===== src/rtl/mem_arbiter.sv =====
// mem_arbiter
// Arbitrates a fetch unit (IFU) and a load/store unit (LSU) onto one shared
// memory port, with at most one transaction outstanding.
//
// Handshake rule for every channel: a beat transfers on a rising clk edge
// where valid && ready are both 1. A master holding valid may change its
// payload only after the beat transfers. Ready may depend combinationally on
// valid.
//
// Ports
//   clk, rst                  clock, synchronous active-low reset
//   ifu_req_*  / ifu_resp_*   fetch request (read only) and response
//   lsu_req_*  / lsu_resp_*   load/store request and response
//   mem_req_*  / mem_resp_*   shared memory request and response
//   busy                      high whenever the FSM is not IDLE
//   dbg_state                 current FSM state (0 IDLE, 1 REQ, 2 RESP)
module mem_arbiter #(
  parameter int DATA_WIDTH = 32
) (
  input  logic                  clk,
  input  logic                  rst,
  input  logic                  ifu_req_valid,
  output logic                  ifu_req_ready,
  input  logic [DATA_WIDTH-1:0] ifu_req_addr,
  output logic                  ifu_resp_valid,
  input  logic                  ifu_resp_ready,
  output logic [DATA_WIDTH-1:0] ifu_resp_data,
  input  logic                  lsu_req_valid,
  output logic                  lsu_req_ready,
  input  logic [DATA_WIDTH-1:0] lsu_req_addr,
  input  logic                  lsu_req_wen,
  input  logic [DATA_WIDTH-1:0] lsu_req_wdata,
  input  logic [3:0]            lsu_req_wmask,
  output logic                  lsu_resp_valid,
  input  logic                  lsu_resp_ready,
  output logic [DATA_WIDTH-1:0] lsu_resp_data,
  output logic                  mem_req_valid,
  input  logic                  mem_req_ready,
  output logic [DATA_WIDTH-1:0] mem_req_addr,
  output logic                  mem_req_wen,
  output logic [DATA_WIDTH-1:0] mem_req_wdata,
  output logic [3:0]            mem_req_wmask,
  input  logic                  mem_resp_valid,
  output logic                  mem_resp_ready,
  input  logic [DATA_WIDTH-1:0] mem_resp_data,
  output logic                  busy,
  output logic [1:0]            dbg_state
);

  typedef enum logic [1:0] {
    ST_IDLE = 2'd0,
    ST_REQ  = 2'd1,
    ST_RESP = 2'd2
  } state_t;

  // Master identifiers for owner / last_grant.
  localparam logic OWN_IFU = 1'b0;
  localparam logic OWN_LSU = 1'b1;

  state_t                state_q, state_d;
  logic                  owner_q;
  logic                  last_grant_q;
  logic [DATA_WIDTH-1:0] addr_q;
  logic                  wen_q;
  logic [DATA_WIDTH-1:0] wdata_q;
  logic [3:0]            wmask_q;

  logic grant_ifu, grant_lsu;

  // Round-robin tie break: on a tie the master that was not granted last
  // wins. A lone requester always wins.
  always_comb begin
    grant_lsu = 1'b0;
    grant_ifu = 1'b0;
    if (state_q == ST_IDLE) begin
      grant_lsu = lsu_req_valid && (!ifu_req_valid || (last_grant_q == OWN_IFU));
      grant_ifu = ifu_req_valid && !grant_lsu;
    end
  end

  // Next-state logic.
  always_comb begin
    state_d = state_q;
    case (state_q)
      ST_IDLE: if (grant_ifu || grant_lsu) state_d = ST_REQ;
      ST_REQ:  if (mem_req_ready)          state_d = ST_RESP;
      ST_RESP: if (mem_resp_valid && mem_resp_ready) state_d = ST_IDLE;
      default: state_d = ST_IDLE;
    endcase
  end

  always_ff @(posedge clk) begin
    if (!rst) state_q <= ST_IDLE;
    else      state_q <= state_d;
  end

  // Request capture: once granted, the latched copy drives the memory port,
  // so later changes on the master inputs have no effect.
  always_ff @(posedge clk) begin
    if (!rst) begin
      owner_q      <= OWN_IFU;
      last_grant_q <= OWN_IFU;
      addr_q       <= '0;
      wen_q        <= 1'b0;
      wdata_q      <= '0;
      wmask_q      <= 4'h0;
    end else if (grant_lsu) begin
      owner_q      <= OWN_LSU;
      last_grant_q <= OWN_LSU;
      addr_q       <= lsu_req_addr;
      wen_q        <= lsu_req_wen;
      wdata_q      <= lsu_req_wdata;
      wmask_q      <= lsu_req_wmask;
    end else if (grant_ifu) begin
      owner_q      <= OWN_IFU;
      last_grant_q <= OWN_IFU;
      addr_q       <= ifu_req_addr;
      wen_q        <= 1'b0;
      wdata_q      <= '0;
      wmask_q      <= 4'h0;
    end
  end

  // Outputs. Request-side fields are zeroed outside REQ because the latched
  // copy survives after the transaction completes. Requester readies are
  // held low while reset is asserted so no grant is ever signalled then.
  always_comb begin
    ifu_req_ready  = rst && grant_ifu;
    lsu_req_ready  = rst && grant_lsu;

    mem_req_valid  = 1'b0;
    mem_req_addr   = '0;
    mem_req_wen    = 1'b0;
    mem_req_wdata  = '0;
    mem_req_wmask  = 4'h0;
    if (state_q == ST_REQ) begin
      mem_req_valid = 1'b1;
      mem_req_addr  = addr_q;
      mem_req_wen   = wen_q;
      mem_req_wdata = wdata_q;
      mem_req_wmask = wmask_q;
    end

    // Response path is a pure pass-through to the owner only, and only in
    // RESP; stray response beats in other states are not forwarded.
    mem_resp_ready = 1'b0;
    ifu_resp_valid = 1'b0;
    ifu_resp_data  = '0;
    lsu_resp_valid = 1'b0;
    lsu_resp_data  = '0;
    if (state_q == ST_RESP) begin
      if (owner_q == OWN_LSU) begin
        mem_resp_ready = lsu_resp_ready;
        lsu_resp_valid = mem_resp_valid;
        lsu_resp_data  = mem_resp_data;
      end else begin
        mem_resp_ready = ifu_resp_ready;
        ifu_resp_valid = mem_resp_valid;
        ifu_resp_data  = mem_resp_data;
      end
    end

    busy      = (state_q != ST_IDLE);
    dbg_state = state_q;
  end

endmodule


===== config.mk =====
export PLATFORM = sky130hd
export DESIGN_NAME = mem_arbiter
export DESIGN_NICKNAME = d
export VERILOG_FILES = /design/src/rtl/mem_arbiter.sv
export SDC_FILE = /design/constraint.sdc
export NUM_CORES = 1
export LEC_CHECK = 0
export BUFFER_PORTS_ARGS = -buffer_cell sky130_fd_sc_hd__buf_2
export CAP_MARGIN = 20
export CORE_ASPECT_RATIO = 0.75
export CORE_MARGIN = 5
export CORE_UTILIZATION = 41
export CTS_BUF_LIST = sky130_fd_sc_hd__clkbuf_8 sky130_fd_sc_hd__clkbuf_16
export CTS_CLUSTER_DIAMETER = 30
export DETAILED_ROUTE_END_ITERATION = 8
export PLACE_DENSITY_LB_ADDON = 0.2
export SETUP_SLACK_MARGIN = 0.15
export SLEW_MARGIN = 20
export SYNTH_ARGS = -nofsm -noshare
export SYNTH_HDL_FRONTEND = slang
export SYNTH_SLANG_ARGS = --single-unit

===== constraint.sdc =====
create_clock -name clk -period 1.85 [get_ports clk]
set_input_delay 0.2775 -clock clk [delete_from_list [all_inputs] [get_ports clk]]
set_output_delay 0.2775 -clock clk [all_outputs]
set_load 0.05 [all_outputs]

==> flow_metrics.tcl, run 1 <==
set metrics [dict create \
    outcome "complete, but fails checks" \
    violations "setup timing" \
    multiInputGateArea_um2 2540 \
    fillerInstances 494 \
    tightestPinTransition_ns 0.3750 \
    critPathTopFamily "simple AND/OR/NAND/NOR gates" \
    rsz0062_at_grt "true" \
    synth_top_area_cell "dfxtp_1" \
    syn_to_final_growth_pct 91.78 \
    drcViolationCount 0 \
    worst_slack_ns -0.002454 \
    syn_area_um2 3926 \
    ys_dominant_reg_cell "dfxtp_1" \
    die_area_um2 11650 \
    finalClockSkew_ns 0.007801 \
    dpl.hpwl_um 11000 \
    core_area_um2 9196 \
    die_y_um 94.75 \
    grt_antenna_before_repair 5 \
    wl_met1_um 6687 \
    vias 4687 \
    crit_buf_inv 3 \
    setup_viol 1 \
    path_class "register to output port" \
    synth_cell_types 25 \
    slowest_delay_ns 0.36 \
    cp_max_fo 16 \
    crit_required_ns 1.57 \
    hold_viol 0 \
    synth_seq_cells 72 \
    drtIter0Drc 379 \
    wl_met3_um 1868 \
    h-tree-depth 3 \
    dp_slack_ns 0.2049 \
    synth_most_common_cell "and2_1" \
    p_per_area_nw_per_um2 689.1 \
    finalMaxSlewViolations 0 \
    critPathSlowestCell "dfxtp_4" \
    cp_common_cell "buf_6" \
    clk_latency_ns 0.33 \
    slew_headroom_pct 75.00 \
    hold_class "primary input to register" \
    cts-root-buf "clkbuf_16" \
    fin_crit_ns 1.852 \
    async_flop_share_pct 0 \
    io_buffers 282 \
    wl_per_cell_um 23.40 \
    rows 30 \
    dr_wl_met2_um 10240 \
    fmax_ghz 0.5398 \
    grt_pass1_wl_um 24340 \
    first_pass_iters 5 \
    cts_buffer_depth 2 \
    avgSynthCellArea_um2 9.530 \
    initial_core_util_pct 42.69 \
    syn_inst 412 \
    highest_layer "met5" \
    netlist.area_leader.share_pct 36.71 \
    gp_congestion 0.8858 \
    fin_nets 836 \
    cts_tree "done" \
    synth-seq-area-share_pct 36.71 \
    routed_wirelength_um 19470 \
    grt_max_degree 54 \
    grt_pass1_vias 4556 \
    grt_use_total_pct 26.60 \
    critPathArrivalTime_ns 1.57 \
    fin_setup_tns_ns -0.002454 \
    ir_worst_vdd_v 0.0005988 \
    synth_enable_flop_cells 0 \
    synthTopCellsByArea "dfxtp_1 37%, and2_1 22%, o2111a_1 9.2%, a22o_1 8.3%, nand4b_1 7.1%" \
    crit_path_start_kind "register" \
    grt_remaining_overflow 0 \
    max_cap_violations 0 \
    path_clk_slew_ns 0.07 \
    fin_crit_sh_pct 100.1 \
    cp_cell_sequence "nand2b_4, nor2_4, buf_6, buf_16, and2_2, buf_6" \
    syn_nets 553 \
    synth-warning-count 0 \
    seq_area_um2 1453 \
    yosys-top-cells-count "136 x and2_1, 72 x dfxtp_1, 37 x a22o_1" \
    via_per_inst 5.633 \
    cts_buffers 9 \
    power.leakage_nw 3.420 \
    antenna_left 0 \
    clock-sinks 72 \
    worst_setup_path_end_kind "output port" \
    die_width_um 123.0 \
    ioPinCount 283 \
    drive_above_1_share_pct 69.14 \
]
==> what timing repair did <==
| item | CTS | global route |
|---|---|---|
| gates resized for setup | 201 | 276 |
| pin swaps | 2 | 23 |
| setup buffers | 6 | 7 |
| endpoints found under the setup margin | 140 | 140 |
| hold buffers | 0 | 0 |
| cloned | 1 | 2 |
==> final cells by class <==
class	instances	area share [%]
multi-input combinational	291	33.73
inverter	3	0.1496
tap	128	2.127
antenna	4	0.1329
sequential	72	19.29
timing repair buffer	318	40.76
clock buffer	9	2.991
clock inverter	7	0.8142
==> logic make-up after synthesis <==
family                 count (synthesis)  synth area share, %
AND/OR/NAND/NOR                      217                37.60
buffers and inverters                 49                6.724
multiplexers                           1               0.2549
flip-flops                            72                36.71
AO/OA/AOI/OAI                         73                18.71
==> layout by cell type (no fill, tap or decap), types with 2 or more instances in the layout <==
cell type | netlist | final
nor3b_1 | 2 | 2
and2_2 | 0 | 52
nand2b_1 | 3 | 2
nand4b_1 | 32 | 32
nand3b_1 | 32 | 32
buf_6 | 5 | 41
nor2_1 | 5 | 2
dfxtp_4 | 0 | 3
clkbuf_16 | 0 | 11
buf_12 | 0 | 10
inv_1 | 3 | 3
nor2_4 | 1 | 4
clkinvlp_4 | 0 | 2
buf_8 | 3 | 94
buf_2 | 7 | 143
diode_2 | 0 | 4
a22o_1 | 37 | 37
inv_6 | 0 | 3
dfxtp_1 | 72 | 69
and2_4 | 0 | 83
o2111a_1 | 32 | 32
buf_4 | 0 | 26
==> routing by layer <==
layer | vias up | GRT usage, %
met5 | - | 0
met3 | 61 | 8.563
met2 | 309 | 47.84
met1 | 2261 | 30.65
li1 | 2054 | -
met4 | 2 | 6.636
==> final timing paths <==
kind,start,end,cells after the start,slack (ns)
setup / recovery,dbg_state[0]$_SDFFE_PN0P_,ifu_resp_data[28],6,-0.002
hold / removal,lsu_req_wdata[18],wdata_q[18]$_SDFFE_PN0P_,2,0.16
setup reg to reg,dbg_state[1]$_SDFFE_PN0P_,addr_q[22]$_SDFFE_PN0P_,6,0.22
hold reg to reg,wdata_q[11]$_SDFFE_PN0P_,wdata_q[11]$_SDFFE_PN0P_,1,0.48
==> stage by stage <==
step	total power [mW]	hold WS (ns)	instances	utilization [%]	area, um^2
after floorplan	2.726	0.4101	412	-	4100
after global placement	3.120	0.4477	796	61.78	5682
after detailed placement	3.142	0.4504	796	61.78	5682
after CTS	4.911	0.1526	819	72.05	6626
after global routing	5.362	0.1554	832	81.88	7530
final	5.189	0.1639	832	81.88	7530
==> sequential cells by signal, indices dropped and copies added, names as in the netlist <==
| signal | cells |
|---|---|
| addr_q | 32 |
| dbg_state | 2 |
| last_grant_q | 1 |
| wdata_q | 32 |
| wen_q | 1 |
| wmask_q | 4 |
==> power breakdown <==
group	leakage, nW	internal (mW)	switching (mW)
sequential	0.596	1.70	0.0939
clock	0.135	0.935	0.746
combinational	2.69	0.754	0.961
==> worst reg2reg max path, cell delays in order, from the launching register on <==
cell and delay (ns):
dfxtp_4 0.38, buf_6 0.12, a211oi_4 0.21, buf_4 0.14, buf_4 0.33, nand3b_1 0.18, o2111a_1 0.18
No activity file was read; power rests on OpenSTA's default activity.
==> run 2, diff against run 1 <==
Settings changed: BUFFER_PORTS_ARGS -buffer_cell sky130_fd_sc_hd__buf_2 to -buffer_cell sky130_fd_sc_hd__buf_4.
==> run 2 against run 1 <==
- the flow still finishes with violations (setup timing)
- cell count is 0.48% higher
- sequential power about the same
- clock power hardly changed
- wire length is 3.9% higher
- critical path depth stayed put
- die area did not move
- register-to-register slack lost 0.03 ns
- critical path type unchanged
- critical endpoint is now ifu_resp_data[24]
- largest cell class unchanged
- largest power group is now combinational cells
==> flow_metrics.tcl, run 2 (synthesis results as in run 1) <==
set metrics [dict create \
    outcome "complete, but fails checks" \
    violations "setup timing" \
    vias 4761 \
    layout_common_cells "166 x buf_4, 98 x buf_8, 95 x and2_4, 69 x dfxtp_1, 45 x buf_6" \
    crit_required_ns 1.57 \
    worst_slack_ns -0.02514 \
    initial_core_util_pct 42.69 \
    critPathSlowestCell "dfxtp_4" \
    drtIter0Drc 452 \
    hold_class "primary input to register" \
    finalClockSkew_ns 0.008917 \
    final_common_cell "buf_4" \
    ioPinCount 283 \
    cts_buffer_depth 2 \
    dpl.hpwl_um 11640 \
    slowest_delay_ns 0.36 \
    cts_buffers 9 \
    ir_worst_vdd_v 0.0004899 \
    fillerInstances 409 \
    rows 30 \
    path_clk_slew_ns 0.07 \
    fmax_ghz 0.5333 \
    grt_pass1_wl_um 25470 \
    reg.largest.list "addr_q: 32 flops, wdata_q: 32 flops, wmask_q: 4 flops" \
    die_y_um 94.75 \
    worst_setup_path_end_kind "output port" \
    dp_slack_ns 0.2494 \
    timing.hold.ws_ns 0.1540 \
    finalMaxSlewViolations 0 \
    r2r_start "dbg_state[0]$_SDFFE_PN0P_" \
    syn_to_final_growth_pct 105.3 \
    die_area_um2 11650 \
    fin_crit_sh_pct 101.4 \
    holdBufCountCts 0 \
    cts_tree "done" \
    r2r_cells 7 \
    io_buffers 282 \
    antenna_left 0 \
    min_to "wdata_q[1]$_SDFFE_PN0P_" \
    rsz0062_at_grt "true" \
    cp_cell_sequence "nand2b_4, nor2_4, buf_6, buf_16, and2_2, buf_8" \
    cts-root-buf "clkbuf_16" \
    diodes 0 \
    grt_antenna_before_repair 0 \
    tightestPinTransition_ns 0.3798 \
    p_per_area_nw_per_um2 678.4 \
    grt_remaining_overflow 0 \
    path_class "register to output port" \
    core_area_um2 9196 \
    power.leakage_nw 3.631 \
    clk_latency_ns 0.34 \
    drcViolationCount 0 \
    clock-sinks 72 \
    slew_headroom_pct 74.68 \
    rr_endpoint "addr_q[8]$_SDFFE_PN0P_" \
    setup_viol 8 \
    hold_depth 2 \
    grt_use_total_pct 28.04 \
    critPathArrivalTime_ns 1.60 \
    grt_pass1_vias 4749 \
    die_width_um 123.0 \
    fin_crit_ns 1.875 \
    hold_viol 0 \
    fin_nets 844 \
    wl_per_cell_um 24.20 \
    grt_max_degree 38 \
    max_cap_violations 0 \
    ff2ff_setup_slack_ns 0.19 \
    gp_congestion 0.8836 \
    first_pass_iters 5 \
    h-tree-depth 3 \
    routed_wirelength_um 20230 \
    drive_above_1_share_pct 68.93 \
    via_per_inst 5.695 \
    crit_path_start_kind "register" \
    cp_max_fo 16 \
    hold_start "lsu_req_wdata[1]" \
]
[run 2: layout make-up]
class                           instances  area (um^2)  area share [%]
Multi-Input combinational cell        291         2537           31.48
Tap cell                              128        160.2           1.987
Clock buffer                            9        225.2           2.794
Clock inverter                          7        60.06          0.7450
Inverter                                3        11.26          0.1397
Sequential cell                        72         1453           18.02
Timing Repair Buffer                  326         3615           44.84
[run 2: where the power goes]
group / internal (mW) / switching [mW]
logic: 0.969 / 1.01
registers: 1.70 / 0.0991
clock network: 0.931 / 0.755
total: 3.60 / 1.87
[run 2: critical path: cells and delay by family, from the launching register on]
kind / cells / cell delay (ns)
simple gates: 3 / 0.49
buf+inv: 3 / 0.41
flops: 1 / 0.36
[run 2: worst max path at each step]
stage,start,endpoint,slack (ns),cells after the start
after global placement,dbg_state[0]$_SDFFE_PN0P_,ifu_resp_data[5],0.28,5
after CTS,dbg_state[0]$_SDFFE_PN0P_,ifu_resp_data[3],0.05,6
after floorplan,last_grant_q$_SDFFE_PN0P_,ifu_req_ready,0.15,4
final,dbg_state[0]$_SDFFE_PN0P_,ifu_resp_data[24],-0.03,6
after global routing,dbg_state[0]$_SDFFE_PN0P_,ifu_resp_data[24],-0.06,6
after detailed placement,dbg_state[0]$_SDFFE_PN0P_,ifu_resp_data[29],0.25,5
[run 2: what timing repair did]
item,in CTS,in global routing
gates resized for setup,150,206
setup buffers,8,7
pin swaps,3,69
setup endpoints to repair,137,140
gates cloned,2,10
[run 2: metal layers]
metal / routed length (um) / part of all wire, % / vias to the layer above / track usage, %
li1: - / - / 2069 / -
met1: 7090 / 35 / 2324 / 31.15
met2: 10500 / 52 / 305 / 51.07
met3: 1823 / 9.0 / 63 / 8.263
met4: 816 / 4.0 / 0 / 9.770
met5: 0 / 0 / - / 0
[run 2: metrics by stage]
| step | cell area, um^2 | power (mW) | setup TNS [ns] | cells | util, % |
|---|---|---|---|---|---|
| after detailed placement | 6305 | 3.272 | 0 | 793 | 68.56 |
| after global placement | 6305 | 3.246 | 0 | 793 | 68.56 |
| after floorplan | 4100 | 2.726 | 0 | 412 | - |
| after CTS | 7244 | 5.060 | 0 | 819 | 78.78 |
| final | 8061 | 5.469 | -0.05529 | 836 | 87.66 |
| after global routing | 8061 | 5.651 | -1.003 | 836 | 87.66 |
